==> config.mk <==
export PLATFORM = sky130hd
export DESIGN_NAME = fetch_unit_flat
export DESIGN_NICKNAME = d
export VERILOG_FILES = /design/src/rtl/fetch_if.sv /design/src/rtl/fetch_unit.sv /design/src/flat_wrapper.sv
export SDC_FILE = /design/constraint.sdc
export NUM_CORES = 1
export LEC_CHECK = 0
export CORE_ASPECT_RATIO = 1.4
export CORE_MARGIN = 3
export CORE_UTILIZATION = 55
export CTS_CLUSTER_DIAMETER = 60
export DETAILED_ROUTE_END_ITERATION = 16
export PLACE_DENSITY = 0.8
export SYNTH_ARGS = -nofsm -noshare
export SYNTH_HDL_FRONTEND = slang
export SYNTH_SLANG_ARGS = --single-unit
==> constraint.sdc <==
create_clock -name clk -period 3.39 [get_ports clk]
set_clock_uncertainty 0.2 [all_clocks]
set_input_delay 0.5085 -clock clk [delete_from_list [all_inputs] [get_ports clk]]
set_output_delay 0.5085 -clock clk [all_outputs]
set_load 0.03 [all_outputs]
==> src/rtl/fetch_if.sv <==
// fetch_if: handshake/bus bundle between the fetch unit and its controller.
//   master : drives load/run/stall/redirect controls, observes fetch outputs
//   slave  : fetch_unit side
// Signals:
//   load_en, load_valid, load_data : program-load controls and data
//   run, stall, redirect, redirect_pc : execute controls
//   pc, instr, instr_pc, instr_valid : fetch outputs
//   load_count, load_full, halted, trap : status
interface fetch_if #(
  parameter int XLEN  = 32,
  parameter int DEPTH = 32
);
  localparam int AW = $clog2(DEPTH);

  logic            load_en;
  logic            load_valid;
  logic [XLEN-1:0] load_data;
  logic            run;
  logic            stall;
  logic            redirect;
  logic [XLEN-1:0] redirect_pc;
  logic [XLEN-1:0] pc;
  logic [XLEN-1:0] instr;
  logic [XLEN-1:0] instr_pc;
  logic            instr_valid;
  logic [AW:0]     load_count;
  logic            load_full;
  logic            halted;
  logic            trap;

  modport master (
    output load_en, load_valid, load_data, run, stall, redirect, redirect_pc,
    input  pc, instr, instr_pc, instr_valid, load_count, load_full, halted, trap
  );

  modport slave (
    input  load_en, load_valid, load_data, run, stall, redirect, redirect_pc,
    output pc, instr, instr_pc, instr_valid, load_count, load_full, halted, trap
  );
endinterface

==> src/rtl/fetch_unit.sv <==
// fetch_unit: instruction memory, program counter and IDLE/LOAD/RUN/HALT
// control for the RV32I core.
// Ports:
//   clk  : rising-edge clock
//   rst  : synchronous active-low reset
//   bus  : fetch_if.slave (load controls, run/stall/redirect, fetch outputs,
//          load status, halted/trap)
// Parameters: XLEN word width, DEPTH memory words (power of 2, >= 2),
// RESET_PC start address (4-byte aligned).
module fetch_unit #(
  parameter int              XLEN     = 32,
  parameter int              DEPTH    = 32,
  parameter logic [XLEN-1:0] RESET_PC = '0
) (
  input  logic   clk,
  input  logic   rst,
  fetch_if.slave bus
);
  localparam int              AW      = $clog2(DEPTH);
  localparam logic [AW:0]     FULL    = (AW+1)'(DEPTH);
  localparam logic [AW:0]     CNT_ONE = (AW+1)'(1);
  localparam logic [XLEN-1:0] EBREAK  = XLEN'(32'h0010_0073);
  localparam logic [XLEN-1:0] PC_STEP = XLEN'(4);

  typedef enum logic [1:0] {IDLE, LOAD, RUN, HALT} state_t;

  state_t state, state_next;

  logic [XLEN-1:0] mem [DEPTH];

  logic [XLEN-1:0] pc_q;
  logic [XLEN-1:0] instr_q;
  logic [XLEN-1:0] instr_pc_q;
  logic            instr_valid_q;
  logic [AW:0]     load_count_q;
  logic            trap_q;

  logic misaligned;
  logic ebreak_hit;
  logic enter_load;
  logic mem_we;

  always_comb begin
    misaligned = |bus.redirect_pc[1:0];
    ebreak_hit = instr_valid_q && (instr_q == EBREAK);
    enter_load = (state_next == LOAD) && (state != LOAD);
    mem_we     = (state == LOAD) && bus.load_valid && (load_count_q != FULL);
  end

  // State register
  always_ff @(posedge clk) begin
    if (!rst) state <= IDLE;
    else      state <= state_next;
  end

  // Next-state logic: redirect outranks stall, stall outranks EBREAK
  always_comb begin
    state_next = state;
    unique case (state)
      IDLE: begin
        if (bus.load_en)  state_next = LOAD;
        else if (bus.run) state_next = RUN;
      end
      LOAD: begin
        if (!bus.load_en) state_next = IDLE;
      end
      RUN: begin
        if (!bus.run)                     state_next = IDLE;
        else if (bus.redirect)            state_next = misaligned ? HALT : RUN;
        else if (!bus.stall && ebreak_hit) state_next = HALT;
      end
      HALT: begin
        if (bus.load_en) state_next = LOAD;
      end
      default: state_next = IDLE;
    endcase
  end

  // Output logic
  always_comb begin
    bus.pc          = pc_q;
    bus.instr       = instr_q;
    bus.instr_pc    = instr_pc_q;
    bus.instr_valid = instr_valid_q;
    bus.load_count  = load_count_q;
    bus.load_full   = (load_count_q == FULL);
    bus.halted      = (state == HALT);
    bus.trap        = trap_q;
  end

  // Instruction memory: not reset, so a loaded program survives reset
  always_ff @(posedge clk) begin
    if (rst && mem_we) mem[load_count_q[AW-1:0]] <= bus.load_data;
  end

  // Fetch datapath and load counter
  always_ff @(posedge clk) begin
    if (!rst) begin
      pc_q          <= RESET_PC;
      instr_q       <= '0;
      instr_pc_q    <= '0;
      instr_valid_q <= 1'b0;
      load_count_q  <= '0;
      trap_q        <= 1'b0;
    end else begin
      unique case (state)
        IDLE, HALT: begin
          if (enter_load) begin
            pc_q          <= RESET_PC;
            load_count_q  <= '0;
            trap_q        <= 1'b0;
            instr_valid_q <= 1'b0;
          end
        end
        LOAD: begin
          if (mem_we) load_count_q <= load_count_q + CNT_ONE;
        end
        RUN: begin
          if (!bus.run) begin
            instr_valid_q <= 1'b0;
          end else if (bus.redirect) begin
            // Squash; a misaligned target traps and leaves pc untouched
            instr_valid_q <= 1'b0;
            if (misaligned) trap_q <= 1'b1;
            else            pc_q   <= bus.redirect_pc;
          end else if (bus.stall) begin
            // hold everything
          end else if (ebreak_hit) begin
            instr_valid_q <= 1'b0;
          end else begin
            instr_q       <= mem[pc_q[AW+1:2]];
            instr_pc_q    <= pc_q;
            instr_valid_q <= 1'b1;
            pc_q          <= pc_q + PC_STEP;
          end
        end
        default: ;
      endcase
    end
  end
endmodule

==> src/flat_wrapper.sv <==
// flat-port wrapper written by rule: the top's interface ports become plain ports
module fetch_unit_flat 
#(
  parameter int              XLEN     = 32,
  parameter int              DEPTH    = 32,
  parameter logic [XLEN-1:0] RESET_PC = '0
)
  (clk, rst, bus_load_en, bus_load_valid, bus_load_data, bus_run, bus_stall, bus_redirect, bus_redirect_pc, bus_pc, bus_instr, bus_instr_pc, bus_instr_valid, bus_load_count, bus_load_full, bus_halted, bus_trap);
  fetch_if #(.XLEN(XLEN), .DEPTH(DEPTH)) bus_i ();
  input  logic clk;
  input  logic rst;
  input wire logic [$bits(bus_i.load_en)-1:0] bus_load_en;
  input wire logic [$bits(bus_i.load_valid)-1:0] bus_load_valid;
  input wire logic [$bits(bus_i.load_data)-1:0] bus_load_data;
  input wire logic [$bits(bus_i.run)-1:0] bus_run;
  input wire logic [$bits(bus_i.stall)-1:0] bus_stall;
  input wire logic [$bits(bus_i.redirect)-1:0] bus_redirect;
  input wire logic [$bits(bus_i.redirect_pc)-1:0] bus_redirect_pc;
  output wire logic [$bits(bus_i.pc)-1:0] bus_pc;
  output wire logic [$bits(bus_i.instr)-1:0] bus_instr;
  output wire logic [$bits(bus_i.instr_pc)-1:0] bus_instr_pc;
  output wire logic [$bits(bus_i.instr_valid)-1:0] bus_instr_valid;
  output wire logic [$bits(bus_i.load_count)-1:0] bus_load_count;
  output wire logic [$bits(bus_i.load_full)-1:0] bus_load_full;
  output wire logic [$bits(bus_i.halted)-1:0] bus_halted;
  output wire logic [$bits(bus_i.trap)-1:0] bus_trap;
  assign bus_i.load_en = bus_load_en;
  assign bus_i.load_valid = bus_load_valid;
  assign bus_i.load_data = bus_load_data;
  assign bus_i.run = bus_run;
  assign bus_i.stall = bus_stall;
  assign bus_i.redirect = bus_redirect;
  assign bus_i.redirect_pc = bus_redirect_pc;
  assign bus_pc = bus_i.pc;
  assign bus_instr = bus_i.instr;
  assign bus_instr_pc = bus_i.instr_pc;
  assign bus_instr_valid = bus_i.instr_valid;
  assign bus_load_count = bus_i.load_count;
  assign bus_load_full = bus_i.load_full;
  assign bus_halted = bus_i.halted;
  assign bus_trap = bus_i.trap;
  fetch_unit #(.XLEN(XLEN), .DEPTH(DEPTH), .RESET_PC(RESET_PC)) u_core (.clk(clk), .rst(rst), .bus(bus_i));
endmodule
Word level (Yosys, flattened, before mapping):

Memories as Yosys holds them, arrays and structs flattened. A register that Yosys moved wholly into a read port is not among the register bits.
Index checks and enable logic that the tools add are counted.

* bits in registers: 74
* RAM bits: 1024
* input port bits: 71
* output and inout port bits: 106
* word-level logic and storage cells: 78
* memories: 1

Memories
* u_core.mem: depth 32, width 32, read ports 1, clocked after memory_dff 1, wr ports 1, line fetch_unit.sv:29 `logic [XLEN-1:0] mem [DEPTH];`

* $add $sub $neg: 2
* equality and inequality tests: 17
* multiplexer cells: 31
* bitwise logic cells: 3
* reduce and logical (&&, ||, !) cells: 18

Operator list (count)
* two-way mux 32 bit: 6
* case mux 32 bit (2 select lines): 1
* adder 32 x 3 -> 32 bit (second input constant): 1
* equality test 32 x 21 -> 1 bit (second input constant): 1
* two-way mux 2 bit: 7
* two-way mux 6 bit: 2
* case mux 6 bit (2 select lines): 1
* two-way mux 1 bit: 11
* AND reduction 5 bit: 2
* != test 3 bit (second input constant): 3
* != test 2 x 1 -> 1 bit (second input constant): 4
* case mux 2 bit (4 select lines): 1
* adder 6 x 1 -> 6 bit (second input constant): 1
* equality test 6 bit (second input constant): 1
* logical AND 1 bit: 6
* != test 6 bit (second input constant): 1
* AND reduction 3 bit: 2
* AND reduction 6 bit: 1
* equality test 2 x 1 -> 1 bit (second input constant): 2
* equality test 2 bit (second input constant): 2
* != test 2 bit (second input constant): 2
* != test 4 bit (second input constant): 1
* case mux 1 bit (2 select lines): 2
* nonzero test 2 bit: 2
* other kinds (4): 8

Logic depth before layout (Yosys ltp):

Gate-level depths: netlist (run 1).

* depth after elaboration: 11
* depth in mapped cells: 11
* mapped depth without buffers: 9

Worst setup path after synthesis (run 1):

No wires, ideal clock.

* path kind: reg-to-reg
* start point: reg u_core.load_count_q[4], in the netlist u_core.bus.load_count[4]
* end point: mem u_core.mem[12][0] (enable)
* library setup time: 0.421 ns
* data arrival time: 3.106 ns
* data required time: 2.769 ns
* path slack: -0.337 ns
* cell stages (with the launch flop): 7
* path buffers: 1
* clock period less this slack: 3.727 ns
* cells stage by stage: dfxtp_1 clkbuf_1 or3_1 nor2_1 nor3_1 nand2_1 nor2_1

* cells in the longest elaborated chain, start to end: 5

Ends and longest elaborated chain
* start, declared: line fetch_unit.sv:35 `logic [AW:0] load_count_q;`
* start signal, assigned: line fetch_unit.sv:116 `if (mem_we) load_count_q <= load_count_q + CNT_ONE;`
* != test 6 bit: line fetch_unit.sv:47 `mem_we = (state == LOAD) && bus.load_valid && (load_count_q != FULL);`
* logical AND 1 bit: line fetch_unit.sv:47
* logical AND 1 bit: line fetch_unit.sv:93 `if (rst && mem_we) mem[load_count_q[AW-1:0]] <= bus.load_data;`
* two-way mux 1 bit: line fetch_unit.sv:93
* two-way mux 1 bit (not written as such): line fetch_unit.sv:93
* end, declared: line fetch_unit.sv:29

Parallel ways exist; a longest one is shown, timed or not.

==> results by group, run 1 <==
Synthesis
  • EDFF count, synth: around 1,000
  • Register bit total from synthesis: 1,130
  • Asr flop ratio synth: 0
  • Synth cell types: 73
  • Yosys warns: 0
  • Seq/Total Area, Yosys: 0.748
  • Main synth FF type: edfxtp_1
  • Syn_area_per_cell: 20.4 sq um
  • Synthesized instance count: 2,150
  • Mapped Nets: 2,231
  • Post-synthesis cell area: 44,000 sq um

GRT
  • Largest net degree at the start of global routing: 69
  • Grt peak-use layer: met2
  • Met3 GRT Util: 0.0655
  • Initial antenna violation count: 7
  • Global routing usage on met1: 0.358
  • Total Routing Usage GR: 0.297
  • Met2 usage: 0.507
  • Vias in the first global route: 24,600
  • GR Overflow Total: 0
  • Global-route wire length before repair: between 150,000 and 200,000 um

STA
  • Setup TNS: 0 ns
  • Final setup viols: 0
  • Final setup margin: 0.144 ns
  • RSZ-0062 raised after global routing: no
  • Tmin final: approximately 3.2 ns
  • Max-slew headroom: 0.245
  • Fmax achieved: 0.308 GHz
  • Final hold vios: 0
  • Period utilisation layout: 0.957
  • Worst slew pin tran: 1.13 ns
  • Max-slew violations: 0

Detailed routing
  • DR vias: 24,000
  • Antenna viol nets, final: 0
  • WL final: between 100,000 and 150,000 um
  • DR pass1 iterations: 7
  • Initial drt markers: 3,061
  • WL per Instance: 34.4 um
  • Drc violations: 0
  • Via/cell ratio: slightly below 7

Hold path
  • Worst hold path type: in -> reg

Clock network
  • Postcts setup bufs: 0
  • H-tree levels: 3
  • Clk pin slew, worst setup/hold paths: about 0.07 ns
  • Root Driver: clkbuf_16
  • CTS tree: done
  • Worst-Skew Late Latency: roughly 0.67 ns
  • Clock Tree Buf Depth: 3
  • CTS Buf Count: 97
  • Clock Sinks: 1,130

Worst setup path
  • CP Max Fanout: 31
  • Critical path data required time: about 3.7 ns
  • CP endpoint kind: flop
  • Startpoint Class: flop
  • Critical path type: reg -> reg
  • Data arrival time of the critical path: 3.59 ns

Final layout
  • Non-filler cells, final: 3,563
  • Most frequent cells in the layout: 1,024 x edfxtp_1, 320 x mux4_2, 174 x clkdlybuf4s50_1, 126 x nand2_1, 102 x dfxtp_1
  • Layout area overhead: 17.2%
  • Nets: 2,501
  • Most common cell after layout, fill and taps aside: edfxtp_1
  • Fraction of layout cells with a size suffix above 1: 0.260

Power and ir drop
  • PwrDens: 546 nW/um^2
  • Largest vdd supply drop: 0.000467 V
  • Static Leak: 15.7 nW

Place
  • Final Wtd Congestion: 0.940
  • I/O Buffers: 176
  • Dpl cells: 3,375
  • Place WS: 0.184 ns
  • HPWL after DPL: between 60,000 and 70,000 um

Floorplanning
  • Die W: about 240 um
  • Row cnt: 122
  • I/O Pins: 177
  • Die Area: between 80,000 and 90,000 sq um
  • Die Height: between 300 and 400 um
  • Core area: 79,100 sq um
  • Initial Util: 0.556

Run
  • Max_cap viols: 0

Run status
  • Status: finished, final reports clean
-- report_power, final --
| part | total, mW | leakage, nW | switching, mW | internal, mW |
|---|---|---|---|---|
| combinational | 1.34 | 4.10 | 0.840 | 0.502 |
| sequential | 15.2 | 10.1 | 0.0410 | 15.2 |
| clock | 11.5 | 1.59 | 5.00 | 6.51 |
| total | 28.1 | 15.7 | 5.88 | 22.2 |
-- stage by stage --
step	area, sq um	power [mW]	hold WS [ns]	utilization
finish	51500	28.1	0.136	0.651
global route	51500	28.8	0.176	0.651
CTS	51500	28.2	0.101	0.651
detailed placement	48200	16.9	0.249	0.609
global placement	48200	16.8	0.240	0.609
floorplan	44000	16.3	0.372	-
-- critical path, stage by stage, from the launching register on --
cell,delay [ns]
dfxtp_4,0.46
buf_12,0.29
buf_4,0.26
mux4_2,0.55
mux4_2,0.51
mux2i_1,0.66
a21oi_1,0.15
-- kinds of logic (layout without fill, tap and decap cells) --
family,after synthesis,count (layout),synth area share
compound gates,218,218,0.0320
flops,1130,1130,0.748
simple gates,290,290,0.0304
other cells,0,6,0
fa+ha+maj,10,10,0.00285
xor+xnor,7,7,0.00139
buf+inv,137,490,0.0129
mux,358,358,0.173
-- synth_stat cells (all sizes together) (2+ instances only) --
master	count	area, sq um
a32o	3	30.0
o22ai	2	12.5
and4bb	2	25.0
edfxtp	1024	30700
mux4	320	7210
o211ai	4	30.0
and2	2	12.5
o311a	3	30.0
nand2	127	479
o31a	3	35.0
buf	40	201
nand4	16	100
nand3b	3	22.5
nand3	18	90.1
a22oi	4	30.0
nor2	70	273
o221a	3	33.8
dfxtp	106	2120
a211oi	4	35.0
and3	2	12.5
ha	10	125
nand2b	7	43.8
o311ai	7	116
a21oi	89	449
clkbuf	87	327
mux2i	36	360
or4	2	15.0
inv	10	37.5
o21ai	65	325
o41ai	3	52.6
o31ai	7	66.3
a31oi	9	56.3
nor3	20	100
nor2b	3	18.8
nor4	12	96.3
xor2	5	43.8
xnor2	2	17.5
mux2	2	22.5
o21a	3	22.5
-- timing repair --
action | 4_1_cts | 5_1_grt
endpoints found under the setup margin | 0 | 18
gates resized for setup | 0 | 1
hold buffers | 0 | 0
-- layer usage --
| layer | share of wire | wire length (um) | vias up |
|---|---|---|---|
| li1 | - | - | 9480 |
| met1 | 0.32 | 39700 | 12300 |
| met2 | 0.52 | 63400 | 1835 |
| met3 | 0.10 | 12500 | 376 |
| met4 | 0.055 | 6790 | 2 |
| met5 | 0.00011 | 13 | - |
-- final timing paths --
check	slack, ns	endpoint	start	cells after the start
min	0.14	u_core.bus.instr_valid$_SDFFE_PN0P_	bus_redirect	3
max	0.14	u_core.bus.instr[14]$_SDFFE_PN0P_	u_core.bus.pc[2]$_SDFFE_PN0P_	6
min reg2reg	0.25	u_core.bus.instr_pc[31]$_SDFFE_PN0P_	u_core.bus.instr_pc[31]$_SDFFE_PN0P_	2
max reg2reg	0.14	u_core.bus.instr[14]$_SDFFE_PN0P_	u_core.bus.pc[2]$_SDFFE_PN0P_	6
-- registers in the layout, indices dropped and copies added (netlist names) --
register                cells
u_core.bus.instr           32
u_core.bus.instr_pc        32
u_core.bus.instr_valid      1
u_core.bus.load_count       6
u_core.bus.pc              32
u_core.bus.trap             1
u_core.mem               1024
u_core.state                2
-- cell type report --
| class | instances | area (sq um) |
|---|---|---|
| diodes | 6 | 15.0 |
| multi-input cells | 883 | 10800 |
| repair buffers | 298 | 3180 |
| fillers | 4924 | 27600 |
| well taps | 1054 | 1320 |
| clock buffers | 125 | 2630 |
| clock inverters | 57 | 664 |
| inverters | 10 | 37.5 |
| flip-flops and latches | 1130 | 32900 |
Note: power is estimated with default switching activity, not from simulation.
==> inputs of run 2 (changes only) <==
CORE_UTILIZATION = 57   (was 55)
DONT_BUFFER_PORTS = 1   (was not set)
PLACE_DENSITY = 0.79   (was 0.8)
==> results by group, run 2 (same netlist as run 1, synthesis figures left out) <==
Clock network
  • CTS tree: done
  • Clock Sinks: 1,130
  • CTS Buf Count: 96
  • Clk pin slew, worst setup/hold paths: 0.07 ns
  • Post-CTS sizing: 0
  • Worst-Skew Late Latency: 0.67 ns
  • Root Driver: clkbuf_16
  • H-tree levels: 3
  • Clock Tree Buf Depth: 3

GRT
  • Total Routing Usage GR: 0.316
  • Largest net degree at the start of global routing: 68
  • GR Overflow Total: 0
  • Initial antenna violation count: 13
  • Vias in the first global route: 24,700
  • Global-route wire length before repair: 179,000 um

Final layout
  • Most frequent cells in the layout: 1,024 x edfxtp_1, 320 x mux4_2, 142 x buf_4, 126 x nand2_1, 102 x dfxtp_1
  • Nets: 2,443
  • Most common cell after layout, fill and taps aside: edfxtp_1
  • Fraction of layout cells with a size suffix above 1: 0.292
  • Layout area overhead: 15.0%
  • Max FFs per register: just over 1,000

Detailed routing
  • Drc violations: 0
  • Antenna viol nets, final: 0
  • Initial drt markers: 3,375
  • WL final: approximately 120,000 um
  • DR pass1 iterations: 5
  • Via/cell ratio: 7.08
  • WL per Instance: 36.5 um
  • DR vias: between 20,000 and 25,000

Floorplanning
  • Die W: 241 um
  • I/O Pins: 177
  • Die Height: around 330 um
  • Initial Util: 0.580
  • Row cnt: 119
  • Die Area: 80,500 sq um
  • Core area: 75,800 sq um

STA
  • Worst slew pin tran: 1.24 ns
  • Max-slew violations: 0
  • Final setup viols: 0
  • Tmin final: 3.25 ns
  • Max-slew headroom: 0.170
  • Period utilisation layout: 0.958
  • RSZ-0062 raised after global routing: no
  • Final hold vios: 0
  • Setup TNS: 0 ns
  • Fmax achieved: 0.308 GHz

Worst setup path
  • Largest delay share family, worst path: simple AND/OR/NAND/NOR gates
  • CP Max Fanout: 18
  • Slowest cell on crit path: nor4_1
  • Worst R2R End: u_core.bus.instr_valid$_SDFFE_PN0P_
  • Critical path type: reg -> reg
  • Stages on the worst setup path: 8
  • Critical path data required time: 3.72 ns
  • CP endpoint kind: flop
  • Worst setup path end: u_core.bus.instr_valid$_SDFFE_PN0P_
  • Launch point of the worst path: u_core.bus.instr[7]$_SDFFE_PN0P_
  • Slowest cell delay on critical path: 0.58 ns
  • Startpoint Class: flop
  • Reg2Reg Depth: 8
  • Worst reg-to-reg setup slack: 0.14 ns
  • Data arrival time of the critical path: approximately 3.6 ns
  • Ordered cell list for the critical path: nor4_1, nand4_1, nor4_4, a21oi_2, o31a_4, buf_4, o311ai_4, o41ai_2
  • Buffer and inverter count on the worst path: 1
  • RR Startpoint: u_core.bus.instr[7]$_SDFFE_PN0P_

Place
  • HPWL after DPL: just under 70,000 um
  • Final Wtd Congestion: roughly 0.90
  • I/O Buffers: 0

Run
  • Max_cap viols: 0

Power and ir drop
  • Largest vdd supply drop: about 0.00043 V
  • Static Leak: 15.7 nW
  • PwrDens: 553 nW/um^2
  • PnR Total Power: 28.0 mW

Hold path
  • Worst hold path type: in -> reg

Run status
  • Status: finished, final reports clean
-- run 2: cell types whose count changed in the layout (fill, tap and decap cells not counted), sizes merged --
cell / previous run / this run
buf: 124 / 177
clkbuf: 125 / 105
diode: 6 / 9
dlygate4sd3: 0 / 64
clkinv: 34 / 45
clkdlybuf4s50: 174 / 0
inv: 14 / 15
bufinv: 13 / 14
-- run 2: timing repair --
item / CTS / global route
endpoints found under the hold margin: 1098 / 0
hold buffers: 66 / 0
setup buffers: 0 / 0
-- run 2: layout make-up --
| cell class | count | area (sq um) |
|---|---|---|
| multi-input cells | 883 | 10800 |
| clock inverters | 70 | 748 |
| well taps | 968 | 1210 |
| diodes | 9 | 22.5 |
| clock buffers | 105 | 2460 |
| fillers | 4481 | 25200 |
| repair buffers | 241 | 2410 |
| inverters | 10 | 37.5 |
| flip-flops and latches | 1130 | 32900 |
-- run 2: metal layers --
metal	track usage	vias up	wire length (um)
met5	0	-	45
met4	0.170	6	7770
met3	0.0917	450	15600
met2	0.513	1988	61700
met1	0.386	12400	39700
li1	-	9349	-
-- run 2: worst min-delay path, stage by stage --
cell,delay (ns)
nor2b_1,0.11
nor3_1,0.05
a32o_1,0.19
-- run 2: stage by stage --
step	area (sq um)	util	cells	setup WS [ns]	hold WS (ns)
3_5_place_dp	46600	0.615	3166	0.318	0.400
2_1_floorplan	44000	-	2150	-0.337	0.372
5_1_grt	50500	0.667	3412	0.110	0.0480
4_1_cts	50500	0.667	3407	0.212	0.0124
3_3_place_gp	46600	0.615	3166	0.355	0.394
6_report	50500	0.667	3416	0.143	0.0494
-- run 2: how the worst min path moves through the flow --
| stage | startpoint | endpoint | slack [ns] | cells past startpoint |
|---|---|---|---|---|
| 4_1_cts | bus_redirect | u_core.bus.pc[2]$_SDFFE_PN0P_ | 0.01 | 3 |
| 3_5_place_dp | u_core.bus.instr_pc[20]$_SDFFE_PN0P_ | u_core.bus.instr_pc[20]$_SDFFE_PN0P_ | 0.40 | 2 |
| 2_1_floorplan | u_core.bus.pc[0]$_SDFFE_PN0P_ | u_core.bus.pc[0]$_SDFFE_PN0P_ | 0.37 | 2 |
| 6_report | bus_redirect | u_core.bus.pc[2]$_SDFFE_PN0P_ | 0.05 | 3 |
| 3_3_place_gp | u_core.bus.instr_pc[15]$_SDFFE_PN0P_ | u_core.bus.instr_pc[15]$_SDFFE_PN0P_ | 0.39 | 2 |
| 5_1_grt | rst | u_core.bus.pc[25]$_SDFFE_PN0P_ | 0.05 | 2 |
-- run 2: power breakdown --
group	leakage (nW)	internal (mW)	switching (mW)
Clock	1.57	6.33	5.06
Sequential	10.1	15.2	0.0491
Combinational	4.02	0.481	0.838
Total	15.7	22.0	5.95
